### src/rtl/sram_arbiter.sv
// Two-port arbiter for the external 256Kx8 SRAM: sequences setup/strobe/hold and alternates priority on ties.
// Optional CPU write protection of WP_BASE..WP_TOP is enabled by defining SRAM_ARB_WPROT_EN.
module sram_arbiter #(
  parameter int unsigned ACCESS_CYCLES = 2,
  parameter logic [17:0] WP_BASE       = 18'h0C000,
  parameter logic [17:0] WP_TOP        = 18'h0FFFF
) (
  input  logic        clk_i,
  input  logic        reset_n_i,
  input  logic        cpu_req_i,
  input  logic        cpu_rnw_i,
  input  logic [17:0] cpu_addr_i,
  input  logic [7:0]  cpu_wdata_i,
  output logic [7:0]  cpu_rdata_o,
  output logic        cpu_done_o,
  output logic        cpu_ovf_o,
  input  logic        dma_req_i,
  input  logic        dma_rnw_i,
  input  logic [17:0] dma_addr_i,
  input  logic [7:0]  dma_wdata_i,
  output logic [7:0]  dma_rdata_o,
  output logic        dma_ack_o,
  output logic        ram_cs_b_o,
  output logic        ram_oe_b_o,
  output logic        ram_we_b_o,
  output logic [17:0] ram_a_o,
  output logic [7:0]  ram_dout_o,
  output logic        ram_doe_o,
  input  logic [7:0]  ram_din_i
);

  typedef enum logic [1:0] {
    ST_IDLE   = 2'd0,
    ST_SETUP  = 2'd1,
    ST_STROBE = 2'd2,
    ST_HOLD   = 2'd3
  } state_t;

  localparam logic [2:0] LAST_STROBE = 3'(ACCESS_CYCLES - 1);
`ifdef SRAM_ARB_WPROT_EN
  localparam bit WP_EN = 1'b1;
`else
  localparam bit WP_EN = 1'b0;
`endif

  state_t      state_q;
  logic [2:0]  cnt_q;
  logic        last_dma_q;
  logic        cpu_pend_q;
  logic        slot_rnw_q;
  logic [17:0] slot_addr_q;
  logic [7:0]  slot_wdata_q;
  logic        acc_dma_q;
  logic        acc_rnw_q;
  logic        acc_wp_q;

  logic        decide_s;
  logic        cpu_avail_s;
  logic        dma_avail_s;
  logic        grant_cpu_s;
  logic        grant_dma_s;
  logic        nxt_rnw_s;
  logic [17:0] nxt_addr_s;
  logic [7:0]  nxt_wdata_s;
  logic        in_wp_s;
  logic        nxt_wp_s;

  // Arbitration and selection of the next access; a new access can start from IDLE or straight out of HOLD.
  always_comb begin
    decide_s    = (state_q == ST_IDLE) || (state_q == ST_HOLD);
    cpu_avail_s = cpu_pend_q || cpu_req_i;
    // A DMA master still holds dma_req during its own ack cycle, so ignore it there.
    dma_avail_s = dma_req_i && !((state_q == ST_HOLD) && acc_dma_q);
    grant_cpu_s = 1'b0;
    grant_dma_s = 1'b0;
    if (decide_s) begin
      if (cpu_avail_s && (!dma_avail_s || last_dma_q)) begin
        grant_cpu_s = 1'b1;
      end else if (dma_avail_s) begin
        grant_dma_s = 1'b1;
      end else begin
        grant_cpu_s = 1'b0;
      end
    end else begin
      grant_dma_s = 1'b0;
    end

    if (grant_dma_s) begin
      nxt_rnw_s   = dma_rnw_i;
      nxt_addr_s  = dma_addr_i;
      nxt_wdata_s = dma_wdata_i;
    end else if (cpu_pend_q) begin
      nxt_rnw_s   = slot_rnw_q;
      nxt_addr_s  = slot_addr_q;
      nxt_wdata_s = slot_wdata_q;
    end else begin
      nxt_rnw_s   = cpu_rnw_i;
      nxt_addr_s  = cpu_addr_i;
      nxt_wdata_s = cpu_wdata_i;
    end

    in_wp_s  = (nxt_addr_s >= WP_BASE) && (nxt_addr_s <= WP_TOP);
    nxt_wp_s = WP_EN && grant_cpu_s && !nxt_rnw_s && in_wp_s;
  end

  // Pending CPU slot, access sequencer and registered SRAM pin drive.
  always_ff @(posedge clk_i) begin
    if (!reset_n_i) begin
      state_q      <= ST_IDLE;
      cnt_q        <= 3'd0;
      last_dma_q   <= 1'b1;
      cpu_pend_q   <= 1'b0;
      slot_rnw_q   <= 1'b0;
      slot_addr_q  <= 18'd0;
      slot_wdata_q <= 8'd0;
      acc_dma_q    <= 1'b0;
      acc_rnw_q    <= 1'b0;
      acc_wp_q     <= 1'b0;
      cpu_rdata_o  <= 8'd0;
      cpu_done_o   <= 1'b0;
      cpu_ovf_o    <= 1'b0;
      dma_rdata_o  <= 8'd0;
      dma_ack_o    <= 1'b0;
      ram_cs_b_o   <= 1'b1;
      ram_oe_b_o   <= 1'b1;
      ram_we_b_o   <= 1'b1;
      ram_a_o      <= 18'd0;
      ram_dout_o   <= 8'd0;
      ram_doe_o    <= 1'b0;
    end else begin
      cpu_done_o <= 1'b0;
      dma_ack_o  <= 1'b0;

      // A request arriving while the slot is being granted refills it without counting as an overrun.
      if (grant_cpu_s && cpu_pend_q) begin
        cpu_pend_q <= cpu_req_i;
        if (cpu_req_i) begin
          slot_rnw_q   <= cpu_rnw_i;
          slot_addr_q  <= cpu_addr_i;
          slot_wdata_q <= cpu_wdata_i;
        end
      end else if (cpu_req_i && !grant_cpu_s) begin
        cpu_pend_q   <= 1'b1;
        slot_rnw_q   <= cpu_rnw_i;
        slot_addr_q  <= cpu_addr_i;
        slot_wdata_q <= cpu_wdata_i;
        if (cpu_pend_q) begin
          cpu_ovf_o <= 1'b1;
        end
      end

      case (state_q)
        ST_IDLE, ST_HOLD: begin
          if (grant_cpu_s || grant_dma_s) begin
            state_q    <= ST_SETUP;
            last_dma_q <= grant_dma_s;
            acc_dma_q  <= grant_dma_s;
            acc_rnw_q  <= nxt_rnw_s;
            acc_wp_q   <= nxt_wp_s;
            ram_a_o    <= nxt_addr_s;
            ram_cs_b_o <= 1'b0;
            ram_we_b_o <= 1'b1;
            ram_oe_b_o <= !nxt_rnw_s;
            if (nxt_rnw_s) begin
              ram_doe_o <= 1'b0;
            end else begin
              ram_doe_o  <= !nxt_wp_s;
              ram_dout_o <= nxt_wdata_s;
            end
          end else begin
            state_q    <= ST_IDLE;
            ram_cs_b_o <= 1'b1;
            ram_oe_b_o <= 1'b1;
            ram_we_b_o <= 1'b1;
            ram_doe_o  <= 1'b0;
          end
        end
        ST_SETUP: begin
          state_q    <= ST_STROBE;
          cnt_q      <= 3'd0;
          ram_we_b_o <= acc_rnw_q || acc_wp_q;
        end
        ST_STROBE: begin
          if (cnt_q == LAST_STROBE) begin
            state_q    <= ST_HOLD;
            ram_we_b_o <= 1'b1;
            ram_oe_b_o <= 1'b1;
            if (acc_dma_q) begin
              dma_ack_o <= 1'b1;
              if (acc_rnw_q) begin
                dma_rdata_o <= ram_din_i;
              end
            end else begin
              cpu_done_o <= 1'b1;
              if (acc_rnw_q) begin
                cpu_rdata_o <= ram_din_i;
              end
            end
          end else begin
            cnt_q <= cnt_q + 3'd1;
          end
        end
        default: begin
          state_q <= ST_IDLE;
        end
      endcase
    end
  end

endmodule

### config.mk
export PLATFORM = sky130hd
export DESIGN_NAME = sram_arbiter
export DESIGN_NICKNAME = d
export VERILOG_FILES = /design/src/rtl/sram_arbiter.sv
export SDC_FILE = /design/constraint.sdc
export NUM_CORES = 1
export LEC_CHECK = 0
export BUFFER_PORTS_ARGS = -buffer_cell sky130_fd_sc_hd__buf_2
export CORE_MARGIN = 1
export CORE_UTILIZATION = 39
export CTS_CLUSTER_SIZE = 25
export DETAILED_ROUTE_END_ITERATION = 10
export MAX_ROUTING_LAYER = met4
export PLACE_DENSITY = 0.7
export SLEW_MARGIN = 20
export SYNTH_ARGS = -nofsm -noshare
export SYNTH_HDL_FRONTEND = slang
export SYNTH_SLANG_ARGS = --single-unit
export TNS_END_PERCENT = 10
### constraint.sdc
create_clock -name clk_i -period 4.85 [get_ports clk_i]
set_clock_uncertainty 0.1 [all_clocks]
set_input_delay 0.7275 -clock clk_i [delete_from_list [all_inputs] [get_ports clk_i]]
set_output_delay 0.7275 -clock clk_i [all_outputs]
set_load 0.03 [all_outputs]
## Word level (Yosys, flattened, before mapping)

Index checks and enable logic that the tools add are counted.
Widths: inputs -> output; s select.

- Input bits: 66
- Output and inout port bits: 49
- Logic and storage cells: 94
- Register bits after elaboration: 85

- Eq/ne operators: 7
- Reduce and logical (&&, ||, !) cells: 27
- $add $sub $neg: 1
- Bitwise logic cells: 3
- Mux-type cells: 36

Operator list:

| cell | number |
|---|---|
| $mux 18 | 5 |
| $mux 8 | 5 |
| $mux 1 | 20 |
| $reduce_and 3->1 | 3 |
| $reduce_and 2->1 | 4 |
| $reduce_and 4->1 | 2 |
| $ne 2x2->1 const B | 3 |
| $pmux 2 s3 | 1 |
| $pmux 3 s2 | 1 |
| $reduce_bool 2->1 | 3 |
| $logic_and 1x1->1 | 5 |
| $eq 2x2->1 const B | 2 |
| $logic_not 1->1 | 4 |
| $logic_or 1x1->1 | 4 |
| $add 3x1->3 const B | 1 |
| $eq 3x1->1 const B | 1 |
| $mux 3 | 1 |
| $not 1->1 | 3 |
| $pmux 1 s3 | 1 |
| $eq 2x1->1 const B | 1 |
| $logic_not 2->1 | 1 |
| $mux 2 | 1 |
| $pmux 1 s2 | 1 |
| $reduce_or 2->1 | 1 |

## Logic depth before layout (Yosys ltp)

Gate-level depths: netlist of run 1.

- Depth in word-level cells: 13
- Depth in mapped cells: 8
- Depth with buffers taken out: 7

## Worst setup path after synthesis of run 1

OpenSTA, ideal clock, no wires.

- Path type: in2reg
- Start point: input dma_req_i
- End point: register slot_addr_q[10]
- Cell stages on the path: 7
- Setup slack: 2.733 ns
- Setup time: 0.116 ns
- Arrival time: 1.901 ns
- Required time: 4.634 ns
- Buffers on the path: 2
- Cell sequence: a21boi_2 > and2_4 > o31ai_1 > buf_4 > buf_4 > mux2i_1 > nor2b_1

- Cells in the longest elaborated chain, start to end: 10
- Elaborated cells between the ends (all ways): 13
- Those cells by class: eq/ne: 1; mux: 3; reduce/logical: 9

RTL lines:

| element | RTL line | text |
|---|---|---|
| from (decl) | 17 | `input logic dma_req_i,` |
| $logic_and 1x1->1 (*) | 73 | `dma_avail_s = dma_req_i && !((state_q == ST_HOLD) && acc_dma_q);` |
| $logic_not 1->1 (*) | 77 | `if (cpu_avail_s && (!dma_avail_s \|\| last_dma_q)) begin` |
| $logic_or 1x1->1 (*) | 77 |  |
| $logic_and 1x1->1 (*) | 77 |  |
| $mux 1 (*) | 77 |  |
| $mux 1 (*) | 76 | `if (decide_s) begin` |
| $logic_not 1->1 | 142 | `end else if (cpu_req_i && !grant_cpu_s) begin` |
| $logic_and 1x1->1 | 142 |  |
| $reduce_bool 2->1 (no line) | -- |  |
| $reduce_and 2->1 (no line) | -- |  |
| to (signal assigned) | 139 | `slot_addr_q <= cpu_addr_i;` |
| to (signal assigned) | 145 | `slot_addr_q <= cpu_addr_i;` |
| to (decl) | 51 | `logic [17:0] slot_addr_q;` |

Mark *: on every way between the ends. The rest lies on a longest branch, timed or not.
A chain may end at the register's enable or synchronous reset.

## Worst setup path in the final report of run 1

- Start point: register cpu_pend_q
- End point: register ram_a_o[14]

- Cells in the longest elaborated chain, start to end: 6
- Elaborated cells between the ends (all ways): 10
- Those cells by class: mux: 6; reduce/logical: 4

RTL lines:

| element | RTL line | text |
|---|---|---|
| from (decl) | 49 | `logic cpu_pend_q;` |
| from (signal assigned) | 136 | `cpu_pend_q <= cpu_req_i;` |
| $logic_or 1x1->1 | 71 | `cpu_avail_s = cpu_pend_q \|\| cpu_req_i;` |
| $logic_and 1x1->1 | 77 |  |
| $mux 1 | 77 |  |
| $mux 1 | 76 |  |
| $logic_or 1x1->1 | 154 | `if (grant_cpu_s \|\| grant_dma_s) begin` |
| $reduce_and 2->1 (no line) | -- |  |
| to (signal assigned) | 160 | `ram_a_o <= nxt_addr_s;` |
| to (decl) | 26 | `output logic [17:0] ram_a_o,` |

Parallel ways exist; a longest one is shown, timed or not.

==> flow_metrics.py, run 1 <==
metrics = {
    "status": {
        "status": "finished, final reports clean",
    },
    "synthesis": {
        "yosysMostFrequentCell": "dfxtp_1",
        "synth-edff-count": 0,
        "synth_top_area_share_pct": 44.2,
        "syn_nets": 470,
        "synth_area_per_cell_um2": 9.65,
        "synthFlopType": "dfxtp_1",
        "ys_types": 37,
        "syn_inst": 399,
        "synthTopCellsByCount": "dfxtp_1, mux2i_1, nand2_1",
        "yosys_warnings": 0,
        "synth_top_area_cell": "dfxtp_1",
        "ys_ff_latch": 85,
        "ys_top_cells_by_area": "dfxtp_1, mux2i_1, nor2b_1, o211ai_1, nand2_1",
        "synthArstFlopShare_pct": 0,
        "ys_seq_area_share_pct": 44.2,
        "netlist_area_um2": 3850,
    },
    "timing": {
        "clock.fmax_ghz": 0.357,
        "finalSetupViolations": 0,
        "min_period_ps": 2800,
        "setup_slack_ps": 2050,
        "finalSetupTns_ps": 0,
        "finalHoldViolCount": 0,
        "fin_crit_sh_pct": 57.7,
        "slew_headroom_pct": 32.3,
        "tightestPinTransition_ps": 1020,
        "drv_slew": 0,
        "rsz0062_at_grt": "no",
    },
    "setup_path": {
        "slowest_stage": "nand3_2",
        "crit_fanout": 53,
        "startpoint_type": "flop",
        "regToRegSetupSlack_ps": 2050,
        "reg2reg_from": "cpu_pend_q",
        "path_cells": "o21ai_0 > nand3_2 > o211ai_1 > a21boi_0",
        "cpPeakStageDelay_ps": 800,
        "worstPathRequired_ps": 4960,
        "r2r_end": "ram_a_o[14]",
        "arrival_ps": 2910,
        "critPathLaunch": "cpu_pend_q",
        "end_kind": "flop",
        "rr_worst_depth": 4,
        "cp-endpoint": "ram_a_o[14]",
        "crit_type": "flop to flop",
    },
    "floorplan": {
        "io_pins": 115,
        "core.rowCount": 35,
        "die_h_um": 101,
        "fp.dieArea_um2": 10300,
        "initial_core_util_pct": 40.9,
        "core-area_um2": 9420,
        "fp.dieW_um": 101,
    },
    "clock_tree": {
        "clk_latency_ps": 340,
        "htree_levels": 3,
        "cts_tree": "done",
        "cts_resized": 0,
        "post_cts_buffers": 0,
        "clk_pin_slew_ps": 80,
        "cts.sinks": 85,
        "cts_root_buf": "clkbuf_8",
        "clockBufferDepth": 2,
        "cts_made_buffers": 9,
        "ctsHoldBuffers": 0,
    },
    "global_routing": {
        "grt_pass1_vias": 2927,
        "antenna_found_initial": 1,
        "grt.overflow.total": 0,
        "grt_first_pass_wirelength_mm": 13.9,
        "grtUsageTotal_pct": 17.8,
        "grt_max_degree": 86,
    },
    "routing": {
        "vias_per_cell": 4.84,
        "wire_per_inst_um": 13.6,
        "ant_nets": 0,
        "drt-initial-drc-count": 72,
        "vias": 3062,
        "firstDrtPassIters": 4,
        "drt-total-wl_mm": 8.63,
        "remaining_drc_errors": 0,
    },
    "layout": {
        "areaGrowthSynthToFinish_pct": 21.6,
        "finalNetCount": 570,
        "drive_gt1_share_pct": 27.4,
    },
    "hold_path": {
        "worstHoldPathType": "flop to flop",
    },
    "place": {
        "routabilityCongestion": 0.732,
        "dp_slack_ps": 1890,
        "port-buffer-count": 114,
        "hpwlAfterDp_mm": 5.93,
    },
    "pwr": {
        "p_per_area_nw_per_um2": 551,
        "leakage_uw": 0.00216,
        "vdd_drop_max_uv": 214,
    },
    "flow_run": {
        "drv_cap": 0,
    },
}
-- logic make-up (layout without fill, tap and decap cells) --
logic type               after synthesis  after routing  share of synthesized area (%)
other                                  0              1                              0
multiplexers                          70             70                           18.2
flip-flops                            85             85                           44.2
buffers and inverters                 34            138                           3.83
adder cells (fa/ha/maj)                5              5                           1.62
AND/OR/NAND/NOR                      126            126                           16.9
AO/OA/AOI/OAI                         79             79                           15.2
-- how the worst min path moves through the flow --
stage | from | end | cells past startpoint
global placement | ram_a_o[1] | ram_a_o[1] | 2
floorplan | acc_dma_q | cpu_done_o | 1
global route | ram_dout_o[2] | ram_dout_o[2] | 2
detailed placement | ram_dout_o[2] | ram_dout_o[2] | 2
CTS | ram_dout_o[2] | ram_dout_o[2] | 2
finish | ram_dout_o[2] | ram_dout_o[2] | 2
-- cell usage in the layout, fill, tap and decap left out, drive strengths merged, types with 2 or more instances in the layout --
cell type  synthesis  routed
a21boi            29      29
a21oi              3       3
a31oi              2       2
and2               3       3
and3b              2       2
buf                9     117
clkbuf            19      11
clkinvlp           0       2
dfxtp             85      85
ha                 5       5
inv                6       6
mux2i             69      69
nand2             52      52
nand2b             9       9
nand3              2       2
nor2               7       7
nor2b             46      46
o211ai            27      27
o21ai             10      10
o31ai              3       3
-- power by group --
group	total, uW	internal, uW	switching (uW)
logic	1100	407	689
clock network	478	235	243
registers	1010	876	132
-- sequential cells by signal, summed over array words and instances, names as in the netlist, 2 cells and up --
register	flops
cpu_rdata_o	8
slot_addr_q	18
slot_wdata_q	8
dma_rdata_o	8
ram_dout_o	8
state_q	2
ram_a_o	18
cnt_q	3
-- worst max-delay path: cells and delay by family, from the launching register on --
family,cells,cell delay (ps)
flip-flops,1,620
AO/OA/AOI/OAI,3,1120
AND/OR/NAND/NOR,1,800
-- routing by layer --
| layer | routed length (um) | up-vias | GRT usage [%] |
|---|---|---|---|
| met5 | 0 | - | - |
| met4 | 85 | 0 | 5.35 |
| met3 | 367 | 6 | 4.21 |
| met2 | 4080 | 65 | 28.2 |
| met1 | 4090 | 1411 | 22.6 |
| li1 | - | 1580 | - |
-- per-stage QoR --
step	area [um^2]	hold WS [ps]	util [%]	power, uW	std cells
6_report	4680	365	49.8	2580	633
3_5_place_dp	4500	356	47.8	2140	617
2_1_floorplan	3850	365	-	1840	399
3_3_place_gp	4500	352	47.8	2100	617
5_1_grt	4680	387	49.8	2770	633
4_1_cts	4680	369	49.7	2610	632
-- area by class of cell --
type	instances	area (um^2)
Sequential cell	85	1700
Clock inverter	4	50.0
Timing Repair Buffer	117	593
Fill cell	935	4730
Tap cell	129	161
Antenna cell	1	2.50
Clock buffer	11	131
Multi-Input combinational cell	280	2020
Inverter	6	22.5
(Power assumes the default switching activity.)
==> run 2: changes to the inputs <==
Settings changed: PLACE_DENSITY 0.7 to 0.73.
Clock period 4.85 ns to 2.5 ns, I/O delays scaled along.
==> flow_metrics.py, run 2 (same netlist as run 1, synthesis figures left out) <==
metrics = {
    "layout": {
        "final_util_pct": 50.8,
        "reg.largest.list": "ram_a_o x18, slot_addr_q x18",
        "areaGrowthSynthToFinish_pct": 24.3,
        "drive_gt1_share_pct": 28.3,
        "finalNetCount": 576,
        "final_common_cell": "buf_2",
        "mostFrequentLayoutCells": "buf_2, dfxtp_1, mux2i_1",
        "diodes": 0,
    },
    "clock_tree": {
        "ctsHoldBuffers": 0,
        "htree_levels": 3,
        "clk_latency_ps": 340,
        "cts_tree": "done",
        "cts_made_buffers": 9,
        "clk_pin_slew_ps": 90,
        "cts.sinks": 85,
        "clockBufferDepth": 2,
        "cts_root_buf": "clkbuf_8",
        "cts_resized": 0,
        "post_cts_buffers": 0,
    },
    "timing": {
        "finalSetupTns_ps": 0,
        "fin_hold_ws_ps": 196,
        "tightestPinTransition_ps": 830,
        "min_period_ps": 2090,
        "rsz0062_at_grt": "no",
        "setup_slack_ps": 410,
        "clock.fmax_ghz": 0.479,
        "slew_headroom_pct": 44.6,
        "drv_slew": 0,
        "finalHoldViolCount": 0,
        "finalSetupViolations": 0,
        "fin_crit_sh_pct": 83.6,
    },
    "global_routing": {
        "antenna_found_initial": 0,
        "grt.overflow.total": 0,
        "grt_pass1_vias": 2931,
        "grt_max_degree": 54,
        "grt_first_pass_wirelength_mm": 14.0,
        "grtUsageTotal_pct": 18.0,
    },
    "floorplan": {
        "io_pins": 115,
        "fp.dieArea_um2": 10300,
        "fp.dieW_um": 101,
        "core-area_um2": 9420,
        "core.rowCount": 35,
        "die_h_um": 101,
        "initial_core_util_pct": 40.9,
    },
    "setup_path": {
        "crit_fanout": 19,
        "worstPathRequired_ps": 2660,
        "regToRegSetupSlack_ps": 410,
        "worst-path-buf-inv": 0,
        "arrival_ps": 2250,
        "crit_type": "flop to flop",
        "slowest_stage": "nand2b_1",
        "end_kind": "flop",
        "startpoint_type": "flop",
        "critPathTopFamily": "simple AND/OR/NAND/NOR gates",
        "path_cells": "ha_1 > a21boi_2 > nor3_1 > nand2b_1 > nand2_1 > a21boi_0",
        "cpPeakStageDelay_ps": 690,
    },
    "pwr": {
        "leakage_uw": 0.00222,
        "vdd_drop_max_uv": 474,
        "p_per_area_nw_per_um2": 1100,
    },
    "routing": {
        "vias": 3127,
        "drt-total-wl_mm": 8.83,
        "ant_nets": 0,
        "firstDrtPassIters": 4,
        "remaining_drc_errors": 0,
        "drt-initial-drc-count": 94,
        "vias_per_cell": 4.90,
        "wire_per_inst_um": 13.8,
    },
    "place": {
        "hpwlAfterDp_mm": 6.23,
        "dp_slack_ps": 371,
        "port-buffer-count": 114,
        "routabilityCongestion": 0.789,
    },
    "status": {
        "status": "finished, final reports clean",
    },
    "hold_path": {
        "worstHoldPathType": "input port to flop",
    },
    "flow_run": {
        "drv_cap": 0,
    },
}
## run 2: worst paths after layout
kind	from	end	depth (start not counted)
worst max-delay path	state_q[1]	ram_a_o[6]	6
worst min register to register	ram_a_o[5]	ram_a_o[5]	2
worst min-delay path	cpu_addr_i[8]	slot_addr_q[8]	3
worst max register to register	state_q[1]	ram_a_o[6]	6
## run 2: through the flow
stage	total power, uW	instances	instance area, um^2
2_1_floorplan	3570	399	3850
3_3_place_gp	4130	623	4560
3_5_place_dp	4200	623	4560
4_1_cts	5340	638	4790
5_1_grt	5630	638	4790
6_report	5280	638	4790
## run 2: final cells by class
cell class / instances / area, um^2
Fill cell: 915 / 4630
Multi-Input combinational cell: 280 / 2020
Sequential cell: 85 / 1700
Timing Repair Buffer: 123 / 651
Tap cell: 129 / 161
Clock buffer: 11 / 131
Clock inverter: 4 / 97.6
Inverter: 6 / 22.5
## run 2: tightest hold or removal path: stages
cell and delay [ps]:
buf_2 80, mux2i_1 50, nor2b_1 90
## run 2: per-layer routing
| metal | vias up | global-route usage (%) | wire length, um |
|---|---|---|---|
| met1 | 1461 | 21.6 | 4090 |
| met3 | 6 | 4.35 | 346 |
| met2 | 67 | 30.4 | 4320 |
| met5 | - | - | 0 |
| li1 | 1593 | - | - |
| met4 | 0 | 4.35 | 74 |
## run 2: power by group
| group | total, uW | switching, uW | internal, uW | leakage, uW |
|---|---|---|---|---|
| sequential | 1900 | 203 | 1700 | 0.000696 |
| combinational | 2250 | 1400 | 841 | 0.00141 |
| clock | 1140 | 477 | 660 | 0.000110 |
| total | 5280 | 2080 | 3200 | 0.00222 |
